**src/rtl/agc_mem_sequencer.sv**
```systemverilog
// AGC memory-cycle sequencer: read, capture into G, restore/write, respond.
// Optional AGC_EDIT_EN enables editing transforms on writes to 12'h010-12'h013.
module agc_mem_sequencer #(
  parameter int unsigned AW = 12,
  parameter int unsigned DW = 15,
  parameter logic [AW-1:0] ERASABLE_TOP = 12'h3FF
) (
  input  logic          tp,
  input  logic          rst_n,
  input  logic          req_valid,
  output logic          req_ready,
  input  logic          req_we,
  input  logic [AW-1:0] req_addr,
  input  logic [DW-1:0] req_wdata,
  output logic          rsp_valid,
  output logic [DW-1:0] rsp_rdata,
  output logic          rsp_fault,
  output logic          mem_en,
  output logic [AW-1:0] mem_addr,
  output logic [DW-1:0] mem_wdata,
  input  logic [DW-1:0] mem_rdata
);

  localparam logic [2:0] S_IDLE    = 3'd0;
  localparam logic [2:0] S_READ    = 3'd1;
  localparam logic [2:0] S_CAPTURE = 3'd2;
  localparam logic [2:0] S_WRITE   = 3'd3;
  localparam logic [2:0] S_DONE    = 3'd4;

  logic [2:0]    r_state;
  logic          r_we;
  logic [AW-1:0] r_addr;
  logic [DW-1:0] r_wdata;
  logic          r_fixed;
  logic          r_fault;
  logic [DW-1:0] r_g;
  logic [DW-1:0] r_rdata;
  logic [AW-1:0] r_mem_addr;
  logic [DW-1:0] r_mem_wdata;

  logic          w_accept;
  logic [DW-1:0] w_edit;

  // DONE overlaps with IDLE so back-to-back requests run every 4 cycles
  assign req_ready = (r_state == S_IDLE) || (r_state == S_DONE);
  assign w_accept  = req_valid && req_ready;

`ifdef AGC_EDIT_EN
  always_comb begin
    w_edit = r_wdata;
    unique case (r_addr)
      12'h010: w_edit = {r_wdata[0], r_wdata[DW-1:1]};
      12'h011: w_edit = {r_wdata[DW-1], r_wdata[DW-1:1]};
      12'h012: w_edit = {r_wdata[DW-2:0], r_wdata[DW-1]};
      12'h013: w_edit = r_wdata >> 7;
      default: w_edit = r_wdata;
    endcase
  end
`else
  assign w_edit = r_wdata;
`endif

  always_ff @(posedge tp or negedge rst_n) begin
    if (!rst_n) begin
      r_state     <= S_IDLE;
      r_we        <= 1'b0;
      r_addr      <= '0;
      r_wdata     <= '0;
      r_fixed     <= 1'b0;
      r_fault     <= 1'b0;
      r_g         <= '0;
      r_rdata     <= '0;
      r_mem_addr  <= '0;
      r_mem_wdata <= '0;
    end else begin
      unique case (r_state)
        S_IDLE, S_DONE: begin
          if (w_accept) begin
            r_we       <= req_we;
            r_addr     <= req_addr;
            r_wdata    <= req_wdata;
            r_fixed    <= (req_addr > ERASABLE_TOP);
            r_fault    <= 1'b0;
            r_mem_addr <= req_addr;
            r_state    <= S_READ;
          end else begin
            r_state    <= S_IDLE;
          end
        end
        S_READ: begin
          r_state <= S_CAPTURE;
        end
        S_CAPTURE: begin
          // restore path writes back the word just read
          r_g         <= mem_rdata;
          r_mem_wdata <= r_we ? w_edit : mem_rdata;
          r_state     <= S_WRITE;
        end
        S_WRITE: begin
          r_fault <= r_fixed & r_we;
          r_rdata <= r_g;
          r_state <= S_DONE;
        end
        default: begin
          r_state <= S_IDLE;
        end
      endcase
    end
  end

  assign mem_en    = (r_state == S_WRITE) && !r_fixed;
  assign mem_addr  = r_mem_addr;
  assign mem_wdata = r_mem_wdata;
  assign rsp_valid = (r_state == S_DONE);
  assign rsp_fault = (r_state == S_DONE) && r_fault;
  assign rsp_rdata = r_rdata;

endmodule

```
**config.mk**
```make
export PLATFORM = sky130hd
export DESIGN_NAME = agc_mem_sequencer
export DESIGN_NICKNAME = d
export VERILOG_FILES = /design/src/rtl/agc_mem_sequencer.sv
export SDC_FILE = /design/constraint.sdc
export NUM_CORES = 1
export LEC_CHECK = 0
export ABC_AREA = 1
export CAP_MARGIN = 20
export CORE_ASPECT_RATIO = 1.75
export CORE_MARGIN = 1
export CORE_UTILIZATION = 40
export CTS_BUF_LIST = sky130_fd_sc_hd__clkbuf_4
export CTS_CLUSTER_DIAMETER = 30
export DETAILED_ROUTE_END_ITERATION = 10
export MAX_ROUTING_LAYER = met4
export PLACE_DENSITY = 0.65
export SLEW_MARGIN = 15
export SYNTH_ARGS = -nofsm -noshare
export SYNTH_HDL_FRONTEND = slang
export SYNTH_SLANG_ARGS = --single-unit
```
**constraint.sdc**
```tcl
create_clock -name tp -period 1.35 [get_ports tp]
set_clock_uncertainty 0.15 [all_clocks]
set_input_delay 0.2025 -clock tp [delete_from_list [all_inputs] [get_ports tp]]
set_output_delay 0.2025 -clock tp [all_outputs]
set_load 0.02 [all_outputs]
```
==> impl_metrics.py, run 1 <==
metrics = {
    "status": {
        "status": "finished with violations",
        "failed_checks": "setup timing",
    },
    "sta": {
        "finalCritPeriodShare_pct": 124,
        "tightest_slew_ns": 0.411,
        "finalSetupViolations": 66,
        "fmax_mhz": 598,
        "slew-limit-headroom_pct": 72.6,
        "finalCriticalPeriod_ns": 1.67,
        "hold_violations": 0,
        "setup_slack_ns": -0.323,
        "rsz0062_at_grt": "true",
        "slew_viol_final": 0,
    },
    "floorplan": {
        "die_area_mm2": 0.00838,
        "coreArea_mm2": 0.00767,
        "die-width_um": 69.6,
        "die_y_um": 120,
        "num_rows": 42,
        "ios": 92,
        "initial_core_util_pct": 41.7,
    },
    "power": {
        "p_sw_mw": 4.88,
        "pwr_density_cell_mw_per_mm2": 2440,
        "power_frac_clock_pct": 9.3,
        "seqPwrFrac_pct": 35.1,
        "cellLeakagePower_nw": 2.58,
        "p_int_mw": 7.27,
        "power_mw": 12.1,
        "swShare_pct": 40.2,
        "pwr-share-comb_pct": 55.6,
        "ir_drop_mv": 1.30,
    },
    "setup_path": {
        "endpoint_kind": "output port",
        "crit_type": "flop to output port",
        "arrival_ns": 1.32,
        "critPathLaunchType": "flop",
        "cp.required_ns": 1.00,
        "cp_max_fo": 3,
    },
    "synth": {
        "yosysTopAreaCell": "dfrtp_1",
        "yosysWarningCount": 0,
        "post_synth_main_area_contributors": "dfrtp_1, nand2_1, nand3_1",
        "syn-num-nets": 414,
        "synth_top_area_share_pct": 61.0,
        "synth_area_per_cell_um2": 8.70,
        "ys_seq_elements": 78,
        "ys_seq_area_share_pct": 61.0,
        "netlist_area_mm2": 0.00320,
        "syn_inst": 368,
        "synth.distinct_cells": 15,
    },
    "global_routing": {
        "gr-usage-met1_pct": 22.6,
        "antenna_found_initial": 1,
        "grt.met3_usage_pct": 2.83,
        "grt_remaining_overflow": 0,
        "grt_pass1_wl_um": 12700,
        "grt_pass1_vias": 2713,
        "grt_max_degree": 79,
        "grtUsageMet2_pct": 34.6,
        "grt-busiest-layer": "met2",
        "grt_use_total_pct": 20.3,
    },
    "placement": {
        "io_buffers": 91,
        "pre_cts_slack_ns": -0.355,
        "dp_hpwl_um": 5270,
        "routabilityCongestion": 0.779,
    },
    "drt": {
        "vias": 2829,
        "drt-initial-drc-count": 151,
        "drc_errors": 0,
        "antenna_left": 0,
        "viasPerCell": 4.74,
        "wl_per_cell_um": 13.6,
        "drt_wl_total_um": 8140,
        "detail_route.first_pass.iterations": 4,
    },
    "finish": {
        "drive_gt1_share_pct": 31.5,
        "area_growth_pct": 55.2,
        "num-nets-final": 550,
    },
    "clock_tree": {
        "cts_tree": "yes",
        "clk_pin_slew_ns": 0.11,
        "clk_latency_ns": 0.42,
        "h-tree-depth": 3,
        "cts_max_path_buffers": 2,
        "cts.sinks": 78,
        "numCtsBuffers": 9,
        "root_buffer": "clkbuf_4",
    },
    "flow_run": {
        "maxCapViolCount": 0,
    },
    "min_path": {
        "hp-class": "input pin to asynchronous set/reset pin",
    },
}
[sequential cells by signal, summed over array words and instances, names as in the netlist]
register and cells:
mem_wdata 15, rsp_rdata 15, r_g 15, r_wdata 15, r_fault 1, r_state 3
mem_addr 12, r_we 1, r_fixed 1
[power groups by stage]
stage | sequential (mW) | clock [mW] | combinational [mW]
floorplan | 4.74 | 0 | 2.31
global route | 4.37 | 1.27 | 7.33
CTS | 4.20 | 1.18 | 5.68
finish | 4.26 | 1.14 | 6.75
global placement | 4.08 | 0 | 4.89
detailed placement | 4.13 | 0 | 5.00
[Yosys cell counts, drive strengths merged]
cell / n
nand3: 33
dfrtp: 78
o21ai: 30
clkbuf: 2
buf: 18
and3: 1
nand2: 182
nor2: 5
inv: 19
[layout make-up]
type,count,area [µm²]
clock buffers,12,90.1
multi-input cells,251,1220
clock inverters,3,12.5
fillers,650,2700
well taps,88,110
flip-flops and latches,78,1950
diodes,1,2.50
inverters,19,78.8
repair buffers,145,1500
[cell usage in the layout (no fill, tap or decap), drive strengths merged]
cell             n
clkdlybuf4s50   44
bufbuf           1
and3             1
nor2             5
nand3           33
dfrtp           78
nand2          182
buf             97
o21ai           30
inv             19
diode            1
dlygate4sd3      1
clkinv           3
clkbuf          14
[critical path, cell delays in order (launching register included)]
cell and delay [ns]:
dfrtp_1 0.43, nor2_4 0.15, buf_4 0.13, buf_6 0.09, buf_6 0.11
[metrics by stage]
stage | util [%] | instance area [µm²] | hold slack [ns] | instances | TNS (ns)
after floorplan | - | 3210 | -0.243 | 368 | 0
after global placement | 55.5 | 4260 | 0.105 | 545 | -9.21
after detailed placement | 55.5 | 4260 | 0.104 | 545 | -10.46
after CTS | 59.9 | 4600 | 0.144 | 575 | -5.49
after global routing | 64.8 | 4970 | 0.170 | 597 | -15.13
final | 64.8 | 4970 | 0.159 | 597 | -10.17
[path summary, 6_finish.rpt]
check | from | to | slack, ns | cells past startpoint
max | r_state[0] | req_ready | -0.32 | 4
min | rst_n | mem_wdata[9] | 0.16 | 3
max reg2reg | r_state[0] | r_fixed | -0.24 | 9
min reg2reg | rsp_rdata[11] | rsp_rdata[11] | 0.33 | 2
max in group asynchronous | rst_n | r_wdata[0] | 0.55 | 3
min in group tp | req_wdata[9] | r_wdata[9] | 0.16 | 3
[per-layer routing]
layer	vias to the layer above	wire (µm)	share of wire (%)
li1	1422	-	-
met1	1313	3170	39
met2	80	4400	54
met3	14	359	4.4
met4	0	205	2.5
met5	-	0	0
[kinds of logic after synthesis]
family,Yosys count,share of synthesized area (%)
AOI/OAI and AO/OA,30,4.69
buffers and inverters,39,6.45
and+or+nand+nor,221,27.9
DFF,78,61.0
[repair_timing]
item                                   4_1_cts  5_1_grt
cloned                                       3        3
buffers inserted                            11       18
hold buffers                                 1        0
endpoints found under the hold margin       78        0
pin swaps                                    3       12
setup endpoints to repair                   89      118
resized for setup                          286       51
No activity file was read; power rests on OpenSTA's default activity.
==> run 2: changes to the inputs <==
--- a/config.mk
+++ b/config.mk
@@ -7,14 +7,17 @@
 export LEC_CHECK = 0
 export ABC_AREA = 1
 export CAP_MARGIN = 20
+export CELL_PAD_IN_SITES_DETAIL_PLACEMENT = 0
+export CELL_PAD_IN_SITES_GLOBAL_PLACEMENT = 2
 export CORE_ASPECT_RATIO = 1.75
 export CORE_MARGIN = 1
-export CORE_UTILIZATION = 40
+export CORE_UTILIZATION = 28
 export CTS_BUF_LIST = sky130_fd_sc_hd__clkbuf_4
 export CTS_CLUSTER_DIAMETER = 30
 export DETAILED_ROUTE_END_ITERATION = 10
+export GPL_TIMING_DRIVEN = 0
 export MAX_ROUTING_LAYER = met4
-export PLACE_DENSITY = 0.65
+export PLACE_DENSITY = 0.77
 export SLEW_MARGIN = 15
 export SYNTH_ARGS = -nofsm -noshare
 export SYNTH_HDL_FRONTEND = slang
==> run 2 against run 1 <==
The run still ends with setup timing left. Fmax shrank 6.7%. Routed wire length up 20%. Final area rose by 8.5%. Global-route usage down 3.3 points. Via count increased by 3.5%. Utilization shrank 16 points. Power rose by 11%. Sequential power up 2%. Non-clock buffer count is 23 higher. Critical path type unchanged. Highest routed layer unchanged.
==> impl_metrics.py, run 2 (synthesis gave the netlist of run 1 again) <==
metrics = {
    "setup_path": {
        "rr_endpoint": "r_g[5]",
        "endpoint_kind": "output port",
        "cp_max_fo": 3,
        "reg2regPathDepth": 9,
        "cp.required_ns": 1.00,
        "crit_path_top_delay_cell": "dfrtp_2",
        "arrival_ns": 1.44,
        "critPathLaunchType": "flop",
        "crit_type": "flop to output port",
        "crit_chain": "nor2_4, buf_6, and3_4, buf_6",
        "cpPeakStageDelay_ns": 0.47,
        "rrSetupSlack_ns": -0.24,
        "r2r_start": "r_state[0]",
        "crit_top_cell": "buf_6",
    },
    "drt": {
        "antenna_left": 0,
        "drt-initial-drc-count": 127,
        "drt_wl_total_um": 9750,
        "viasPerCell": 4.40,
        "drc_errors": 0,
        "wl_per_cell_um": 14.7,
        "vias": 2928,
        "detail_route.first_pass.iterations": 6,
    },
    "finish": {
        "area_growth_pct": 68.4,
        "final_cell_mix": "nand2_1, dfrtp_1, buf_6, clkdlybuf4s50_1, buf_4",
        "layout_commonest_cell": "nand2_1",
        "instances_no_fill": 665,
        "drive_gt1_share_pct": 37.0,
        "num-nets-final": 573,
        "nFillCells": 1137,
    },
    "clock_tree": {
        "clk_pin_slew_ns": 0.12,
        "cts_max_path_buffers": 2,
        "cts.sinks": 78,
        "clk_latency_ns": 0.44,
        "cts_tree": "yes",
        "numCtsBuffers": 9,
        "h-tree-depth": 3,
        "root_buffer": "clkbuf_4",
    },
    "floorplan": {
        "initial_core_util_pct": 28.8,
        "die_area_mm2": 0.0119,
        "num_rows": 51,
        "ios": 92,
        "die-width_um": 82.8,
        "die_y_um": 143,
        "coreArea_mm2": 0.0111,
    },
    "placement": {
        "placed_cells": 592,
        "io_buffers": 91,
        "routabilityCongestion": 0.754,
        "dp_hpwl_um": 6360,
    },
    "sta": {
        "hold_violations": 0,
        "finalCriticalPeriod_ns": 1.79,
        "rsz0062_at_grt": "true",
        "fmax_mhz": 558,
        "setup_slack_ns": -0.442,
        "finalSetupViolations": 87,
        "finalCritPeriodShare_pct": 133,
        "slew-limit-headroom_pct": 78.5,
        "slew_viol_final": 0,
        "fin_setup_tns_ns": -12.41,
        "tightest_slew_ns": 0.322,
    },
    "flow_run": {
        "maxCapViolCount": 0,
    },
    "global_routing": {
        "grt-busiest-layer": "met2",
        "grt_remaining_overflow": 0,
        "grt_use_total_pct": 17.0,
        "grtUsageMet2_pct": 31.1,
        "gr-usage-met1_pct": 18.1,
        "grt_pass1_wl_um": 14900,
        "grt_max_degree": 57,
        "grt_pass1_vias": 2859,
        "grt.met3_usage_pct": 3.39,
        "antenna_found_initial": 1,
    },
    "min_path": {
        "hp-class": "input pin to asynchronous set/reset pin",
    },
    "power": {
        "cellLeakagePower_nw": 2.75,
        "pwr_density_cell_mw_per_mm2": 2510,
        "ir_drop_mv": 1.15,
    },
    "status": {
        "failed_checks": "setup timing",
        "status": "finished with violations",
    },
}
## run 2: worst max path at each step
| stage | from | endpoint | slack, ns | cells after the start |
|---|---|---|---|---|
| 3_5_place_dp | r_state[0] | rsp_fault | -0.69 | 4 |
| 2_1_floorplan | r_state[0] | rsp_fault | 0.009 | 3 |
| 5_1_grt | r_state[1] | rsp_fault | -0.49 | 4 |
| 6_report | r_state[1] | rsp_fault | -0.44 | 4 |
| 4_1_cts | r_state[1] | rsp_fault | -0.47 | 4 |
| 3_3_place_gp | rst_n | mem_addr[9] | -2.94 | 1 |
## run 2: routing by layer
| metal | up-vias | wire length [µm] |
|---|---|---|
| met4 | 0 | 112 |
| met3 | 8 | 319 |
| met2 | 58 | 5620 |
| met5 | - | 0 |
| li1 | 1469 | - |
| met1 | 1393 | 3700 |
## run 2: final cells by class
class                           instances  area, µm²  area share (%)
Clock inverter                          5       50.0           0.928
Sequential cell                        78       1960            36.3
Tap cell                              132        165            3.06
Antenna cell                            1       2.50          0.0464
Buffer                                 19        221            4.11
Clock buffer                           11       82.6            1.53
Timing Repair Buffer                  149       1590            29.5
Multi-Input combinational cell        251       1240            23.1
Inverter                               19       76.3            1.42
## run 2: where the power goes
part / internal, mW / switching, mW
Combinational: 4.14 / 3.65
Sequential: 3.46 / 0.867
Clock: 0.592 / 0.800
Total: 8.19 / 5.32
## run 2: metrics by stage
stage / hold WS, ns / utilization (%) / total power [mW] / area [µm²] / setup slack (ns)
floorplan: -0.243 / - / 7.05 / 3210 / 0.00868
global placement: 0.304 / 38.6 / 9.17 / 4290 / -2.94
detailed placement: -0.0212 / 38.9 / 9.26 / 4320 / -0.689
CTS: 0.0372 / 45.2 / 12.5 / 5020 / -0.475
global route: 0.0433 / 48.6 / 14.4 / 5390 / -0.493
finish: 0.0445 / 48.6 / 13.5 / 5390 / -0.442
## run 2: what timing repair did
action,4_1_cts,5_1_grt
hold endpoints to repair,78,0
endpoints found under the setup margin,97,121
resized for setup,342,44
cloned,5,2
buffers inserted,27,23
hold buffers,1,0
pin swaps,4,7
## run 2: worst max-delay path, delay by kind of cell, from the launching register on
family | cells | cell delay [ns]
AND/OR/NAND/NOR | 2 | 0.31
buffers and inverters | 2 | 0.23
flip-flops | 1 | 0.47
